## src/rtl/fifo_param_if.sv

```systemverilog
// Producer/consumer bundle for fifo_param: request/data lines plus status flags.
interface fifo_param_if #(
    parameter int DATA_W = 8,
    parameter int DEPTH  = 16
);
    localparam int CW = $clog2(DEPTH) + 1;

    logic              wr;
    logic              rd;
    logic [DATA_W-1:0] din;
    logic [DATA_W-1:0] dout;
    logic              empty;
    logic              full;
    logic              almost_full;
    logic              almost_empty;
    logic [CW-1:0]     count;
    logic              overflow;
    logic              underflow;

    modport master (
        output wr, rd, din,
        input  dout, empty, full, almost_full, almost_empty, count, overflow, underflow
    );

    modport slave (
        input  wr, rd, din,
        output dout, empty, full, almost_full, almost_empty, count, overflow, underflow
    );
endinterface

```

## src/rtl/fifo_param.sv

```systemverilog
// Parametrised single-clock FIFO with programmable almost flags, an occupancy count,
// overflow/underflow pulses and an optional first-word-fall-through read port.
module fifo_param #(
    parameter int DATA_W    = 8,
    parameter int DEPTH     = 16,
    parameter int AF_THRESH = DEPTH - 2,
    parameter int AE_THRESH = 2,
    parameter int FWFT      = 0
) (
    input  logic        clk,
    input  logic        rst_n,
    fifo_param_if.slave bus
);
    localparam int AW = $clog2(DEPTH);
    localparam int CW = AW + 1;

    logic [DATA_W-1:0] mem [DEPTH];
    logic [AW-1:0]     wrPtr_q, wrPtr_d;
    logic [AW-1:0]     rdPtr_q, rdPtr_d;
    logic [CW-1:0]     count_q, count_d;
    logic              overflow_q, overflow_d;
    logic              underflow_q, underflow_d;
    logic              isEmpty, isFull, wrAccept, rdAccept;

    // A full FIFO still takes a write when the same edge pops the head.
    assign isEmpty  = (count_q == '0);
    assign isFull   = (count_q == CW'(DEPTH));
    assign wrAccept = bus.wr && (!isFull || bus.rd);
    assign rdAccept = bus.rd && !isEmpty;

    always_comb begin
        wrPtr_d     = wrPtr_q;
        rdPtr_d     = rdPtr_q;
        count_d     = count_q;
        overflow_d  = bus.wr && !wrAccept;
        underflow_d = bus.rd && !rdAccept;
        if (wrAccept) wrPtr_d = wrPtr_q + AW'(1);
        if (rdAccept) rdPtr_d = rdPtr_q + AW'(1);
        if (wrAccept && !rdAccept)      count_d = count_q + CW'(1);
        else if (rdAccept && !wrAccept) count_d = count_q - CW'(1);
    end

    always_ff @(posedge clk or negedge rst_n) begin
        if (!rst_n) begin
            wrPtr_q     <= '0;
            rdPtr_q     <= '0;
            count_q     <= '0;
            overflow_q  <= 1'b0;
            underflow_q <= 1'b0;
        end else begin
            wrPtr_q     <= wrPtr_d;
            rdPtr_q     <= rdPtr_d;
            count_q     <= count_d;
            overflow_q  <= overflow_d;
            underflow_q <= underflow_d;
        end
    end

    // Storage carries no reset; stale entries are never visible past the pointers.
    always_ff @(posedge clk) begin
        if (wrAccept) mem[wrPtr_q] <= bus.din;
    end

    generate
        if (FWFT != 0) begin : gFwft
            assign bus.dout = mem[rdPtr_q];
        end else begin : gStd
            logic [DATA_W-1:0] dout_q, dout_d;

            always_comb begin
                dout_d = dout_q;
                if (rdAccept) dout_d = mem[rdPtr_q];
            end

            always_ff @(posedge clk or negedge rst_n) begin
                if (!rst_n) dout_q <= '0;
                else        dout_q <= dout_d;
            end

            assign bus.dout = dout_q;
        end
    endgenerate

    assign bus.empty        = isEmpty;
    assign bus.full         = isFull;
    assign bus.almost_full  = (count_q >= CW'(AF_THRESH));
    assign bus.almost_empty = (count_q <= CW'(AE_THRESH));
    assign bus.count        = count_q;
    assign bus.overflow     = overflow_q;
    assign bus.underflow    = underflow_q;
endmodule

```

## src/flat_wrapper.sv

```systemverilog
// flat-port wrapper written by rule: the top's interface ports become plain ports
module fifo_param_flat 
#(
    parameter int DATA_W    = 8,
    parameter int DEPTH     = 16,
    parameter int AF_THRESH = DEPTH - 2,
    parameter int AE_THRESH = 2,
    parameter int FWFT      = 0
)
  (clk, rst_n, bus_wr, bus_rd, bus_din, bus_dout, bus_empty, bus_full, bus_almost_full, bus_almost_empty, bus_count, bus_overflow, bus_underflow);
  fifo_param_if #(.DATA_W(DATA_W), .DEPTH(DEPTH)) bus_i ();
  input  logic clk;
  input  logic rst_n;
  input wire logic [$bits(bus_i.wr)-1:0] bus_wr;
  input wire logic [$bits(bus_i.rd)-1:0] bus_rd;
  input wire logic [$bits(bus_i.din)-1:0] bus_din;
  output wire logic [$bits(bus_i.dout)-1:0] bus_dout;
  output wire logic [$bits(bus_i.empty)-1:0] bus_empty;
  output wire logic [$bits(bus_i.full)-1:0] bus_full;
  output wire logic [$bits(bus_i.almost_full)-1:0] bus_almost_full;
  output wire logic [$bits(bus_i.almost_empty)-1:0] bus_almost_empty;
  output wire logic [$bits(bus_i.count)-1:0] bus_count;
  output wire logic [$bits(bus_i.overflow)-1:0] bus_overflow;
  output wire logic [$bits(bus_i.underflow)-1:0] bus_underflow;
  assign bus_i.wr = bus_wr;
  assign bus_i.rd = bus_rd;
  assign bus_i.din = bus_din;
  assign bus_dout = bus_i.dout;
  assign bus_empty = bus_i.empty;
  assign bus_full = bus_i.full;
  assign bus_almost_full = bus_i.almost_full;
  assign bus_almost_empty = bus_i.almost_empty;
  assign bus_count = bus_i.count;
  assign bus_overflow = bus_i.overflow;
  assign bus_underflow = bus_i.underflow;
  fifo_param #(.DATA_W(DATA_W), .DEPTH(DEPTH), .AF_THRESH(AF_THRESH), .AE_THRESH(AE_THRESH), .FWFT(FWFT)) u_core (.clk(clk), .rst_n(rst_n), .bus(bus_i));
endmodule
```

## config.mk

```make
export PLATFORM = sky130hd
export DESIGN_NAME = fifo_param_flat
export DESIGN_NICKNAME = d
export VERILOG_FILES = /design/src/rtl/fifo_param_if.sv /design/src/rtl/fifo_param.sv /design/src/flat_wrapper.sv
export SDC_FILE = /design/constraint.sdc
export NUM_CORES = 1
export LEC_CHECK = 0
export CAP_MARGIN = 20
export CORE_ASPECT_RATIO = 1.2
export CORE_MARGIN = 2
export CORE_UTILIZATION = 30
export CTS_CLUSTER_SIZE = 25
export DETAILED_ROUTE_END_ITERATION = 8
export SYNTH_ARGS = -nofsm -noshare
export SYNTH_HDL_FRONTEND = slang
export SYNTH_SLANG_ARGS = --single-unit
```

## constraint.sdc

```tcl
create_clock -name clk -period 2.73 [get_ports clk]
set_input_delay 0.4095 -clock clk [delete_from_list [all_inputs] [get_ports clk]]
set_output_delay 0.4095 -clock clk [all_outputs]
set_load 0.005 [all_outputs]
```

After elaboration in Yosys (flattened, before gate mapping)
Memories as Yosys holds them, arrays and structs flattened. A register that Yosys moved wholly into a read port is not among the register bits.
Index checks and enable logic that the tools add are counted.

word-level totals
  bits in registers = 15
  latch bits = 0
  RAM bits = 128
  bits in read-only memories = 0
  bits of input ports = 12
  memories kept = 1

memory list
  memory      depth  width  rd ports  clocked after Yosys merged registers in  wr ports  line              text
  u_core.mem  16     8      1         1                                        1         fifo_param.sv:17  logic [DATA_W-1:0] mem [DEPTH];

operators by class
  $add $sub $neg = 4
  multiply operators = 0
  div/mod/pow operators = 0
  $lt $le $gt $ge = 2
  eq/ne operators = 1
  shift operators = 0
  multiplexer cells = 4
  bitwise operators = 0
  reduce and logical (&&, ||, !) cells = 14

operators by type and width
  cell                 count
  $mux 5               2
  $add 4x1->4 const B  2
  $logic_and 1x1->1    6
  $add 5x1->5 const B  1
  $eq 5x5->1 const B   1
  $ge 5x4->1 const B   1
  $le 5x2->1 const B   1
  $logic_not 1->1      5
  $logic_not 5->1      1
  $sub 5x1->5 const B  1
  $mux 1               2
  $reduce_bool 2->1    1
  $logic_or 1x1->1     1

Depth between registers and ports, before layout
Gate-level depths: netlist of run 1.

  word-level depth = 8
  gate-level depth with buffers = 12
  gate-level depth less buffers = 11

Worst setup path before layout of run 1
No wires, ideal clock.

  path type = flip-flop to flip-flop
  from = register u_core.count_q[4] (netlist: u_core.bus.count[4])
  to = register u_core.count_q[4] (netlist: u_core.bus.count[4])
  library setup time = 0.080 ns
  data arrival time = 2.490 ns
  slack = 0.160 ns
  cell stages (with the launch flop) = 13
  buffers on the path = 1
  cells stage by stage = dfrtp_1 > or3_4 > nor3_4 > nor2b_2 > clkinv_2 > buf_8 > ha_1 > inv_1 > ha_1 > a21o_1 > a21oi_1 > mux2i_1 > xnor2_1

on the way
  elaborated cells on any way between the ends = 16
  those cells by class = 2 x add/sub; 1 x eq/ne; 2 x mux; 11 x reduce/logical

RTL lines
  what                                                line                text
  start, declared                                     fifo_param.sv:20    logic [CW-1:0] count_q, count_d;
  start signal, assigned                              fifo_param.sv:53    count_q <= count_d;
  $logic_not 5->1 (*)                                 fifo_param.sv:26    assign isEmpty = (count_q == '0);
  via bus_empty                                       flat_wrapper.sv:18  output wire logic [$bits(bus_i.empty)-1:0] bus_empty;
  $logic_not 1->1 (*)                                 fifo_param.sv:29    assign rdAccept = bus.rd && !isEmpty;
  $logic_and 1x1->1 (*)                               fifo_param.sv:29
  $logic_not 1->1                                     fifo_param.sv:39    if (wrAccept && !rdAccept) count_d = count_q + CW'(1);
  $logic_and 1x1->1                                   fifo_param.sv:39
  $mux 5 / $reduce_bool 2->1 (equally long branches)  n/a

Mark *: on every way through the listed nets, which the timed path passes. The rest lies on a longest branch. The select of a mux whose other input is x is not followed.
A chain may end at the register's enable or synchronous reset.

Worst setup path after layout of run 1
  from = register u_core.count_q[4] (netlist: u_core.bus.count[4])
  to = register u_core.count_q[4] (netlist: u_core.bus.count[4])

on the way
  cells in the longest elaborated chain, start to end = 7
  elaborated cells on any way between the ends = 16
  those cells by class = 2 x add/sub; 1 x eq/ne; 2 x mux; 11 x reduce/logical

ends and longest elaborated chain
  what
  parallel branches: the longest is 7 deep, another holds $sub 5x1->5

Parallel ways; which one is timed is not known. The select of a mux whose other input is x is not followed.

==> results.toml, run 1 <==
[status]
status = "finished, final reports clean"

[sta]
rsz0062_at_grt = "false"
tns_ps = 0
slew_headroom_pct = 61.78
finalSetupViolations = 0
slew_viol_final = 0
period_needed_ps = 2566
hold_viol_final = 0
tightest_slew_ps = 571.5
clock_skew_ps = 8.236
post-route-period-util_pct = 93.99
fmax_ghz = 0.3897

[clock_tree]
post_cts_resized = 0
hold_buffers = 0
postCtsSetupRepairBufs = 0
clock_latency_ps = 410
clockBufferDepth = 2
clkSinkCount = 151
ctsRootBufferMaster = "clkbuf_16"
cts_buffers = 17
cts_tree = "built"
htree_levels = 4
cts.clk_slew.worst_paths_ps = 60

[finish]
drive_gt1_share_pct = 26.15
final_cells = 655
nFillCells = 1862
areaGrowthSynthToFinish_pct = 21.54
antennaDiodeCount = 0
finalNetCount = 400

[die]
io_pins = 31
die_height_microns = 160.4
rows = 57
die_w_microns = 134.3
core_area_sq_um = 20110
die-area_sq_um = 21550
start_util_pct = 30.41

[global_route]
grt_max_degree = 34
grt_util_all_layers_pct = 11.49
grt_pass1_wl_microns = 17970
grt_pass1_vias = 3244
grt_overflow_total = 0
grt_antenna_before_repair = 0

[synth]
synth_ff_type = "edfxtp_1"
async_flop_share_pct = 15.23
yosys.area.top_type_share_pct = 62.85
ys_seq_area_share_pct = 72.26
synth-seq-cells = 151
synth-edff-count = 128
synth_most_common_cell = "edfxtp_1"
synth_top_area_cell = "edfxtp_1"
avgSynthCellArea_sq_um = 19.29
yosysUniqueCellTypes = 39
synth_area_sq_um = 6116
syn_inst = 317
synth_warnings = 0
synthTopCellsByArea = "edfxtp_1 63%, mux4_2 11%, dfrtp_1 9.4%"
synth_fp_nets = 340
synth_common_cells = "128 x edfxtp_1, 30 x mux4_2, 23 x dfrtp_1"

[setup_path]
critPathCaptureType = "register"
r2r_setup_slack_ps = 160
start_kind = "register"
critPathKind = "reg2reg"
critical_path_arrival_ps = 2900
slowest_stage = "dfrtp_2"
crit_fanout = 5
slowest_delay_ps = 440
critPathMostFrequentCell = "ha_1"
required_ps = 3060
crit_chain = "or3_4, nor3_4, nor2b_2, clkinv_2, ha_1, inv_2, ha_1, a21o_1, a21oi_1, mux2i_1, xnor2_1"

[routing]
wire_per_inst_microns = 17.70
vias = 3005
avgViaCountPerCell = 4.588
drcViolationCount = 0
firstDrtPassIters = 4
drtIter0Drc = 165
ant_nets = 0
drt-total-wl_microns = 11590

[placement]
io_buffers = 30
place_congestion = 0.7962
dp.cells = 623
dp_hpwl_microns = 7474

[power]
worst_ir_drop_vdd_mv = 0.5851
power_leakage_nw = 2.569
p_per_area_nw_per_um2 = 1037

[run]
maxCapViolCount = 0

[worst_hold_path]
hold_path.class = "in2async"
cells by family (layout without fill, tap and decap cells):
logic type	after synthesis	after routing	share of synthesized area, %
AOI/OAI and AO/OA	18	18	2.107
adders and majority gates	11	11	2.373
DFF	151	151	72.26
and+or+nand+nor	54	54	4.481
muxes	49	49	14.69
buffers and inverters	24	97	2.659
xor gates and xnor gates	10	10	1.432
through the flow:
step	instance area [sq um]	utilization (%)	setup slack [ps]	hold slack (ps)	power (W)
global placement	6819	33.91	161.2	473.4	0.005381
detailed placement	6819	33.91	60.77	480.8	0.005454
floorplan	6116	-	160.3	113.9	0.004662
finish	7433	36.96	164.0	357.9	0.007705
CTS	7423	36.91	123.3	352.6	0.007818
global route	7433	36.96	25.99	380.7	0.008109
registers in the layout (all words and copies together), names as in the netlist:
| register | cells |
|---|---|
| u_core.rdPtr_q | 4 |
| u_core.bus.dout | 8 |
| u_core.bus.count | 5 |
| u_core.bus.overflow | 1 |
| u_core.bus.underflow | 1 |
| u_core.wrPtr_q | 4 |
| u_core.mem | 128 |
placed cells by master (no fill, tap or decap), types with 2 or more instances in the layout:
cell type and count:
mux4_1 2, nand2_1 22, edfxtp_1 128, mux4_2 30, nand2b_1 2, o221ai_1 8
o21ai_0 4, xnor2_1 9, mux2i_1 17, buf_4 27, dfrtp_2 3, clkdlybuf4s50_1 30
ha_1 10, a21oi_1 3, dfrtp_1 20, clkinvlp_4 3, clkbuf_16 17, clkinv_4 4
nor2_1 14, inv_1 6, nor3_1 4, bufinv_16 3, clkinv_2 3, inv_6 2
where the power goes:
group / switching [W] / internal [W] / total (W)
combinational: 0.00113 / 0.00116 / 0.00229
clock: 0.000902 / 0.00144 / 0.00234
sequential: 0.000201 / 0.00287 / 0.00307
final timing paths:
check / depth (start not counted) / endpoint / from
setup / recovery: 11 / u_core.bus.count[4] / u_core.bus.count[4]
hold / removal: 2 / u_core.bus.count[0] / rst_n
setup reg to reg: 11 / u_core.bus.count[4] / u_core.bus.count[4]
hold reg to reg: 2 / u_core.bus.dout[0] / u_core.bus.dout[0]
max in group asynchronous: 2 / u_core.bus.count[4] / rst_n
min in group clk: 2 / u_core.bus.dout[0] / u_core.bus.dout[0]
layer usage:
metal	wire length [microns]	track usage, %
met5	0	0
met4	136	4.450
met3	382	3.030
met2	6147	19.87
met1	4928	13.65
layout make-up:
cell class / instances / area, sq um / area share, %
clock buffers: 17 / 425.4 / 5.723
clock inverters: 15 / 178.9 / 2.407
inverters: 8 / 31.28 / 0.4208
multi-input cells: 142 / 1540 / 20.72
flip-flops and latches: 151 / 4423 / 59.50
well taps: 265 / 331.6 / 4.461
repair buffers: 57 / 503.0 / 6.767
critical path, delay by kind of cell, from the launching register on:
kind            cells  cell delay, ps
flops               1             440
xor+xnor            1             140
mux                 1             260
simple gates        3             650
fa+ha+maj           2             510
buf+inv             2             150
compound gates      2             340
Note: power is estimated with default switching activity, not from simulation.
==> run 2, diff against run 1 <==
- CTS_CLUSTER_SIZE: 25 -> 28
==> results of run 2 <==
Same layout as run 1: the final DEF is identical, and so are final timing and power.
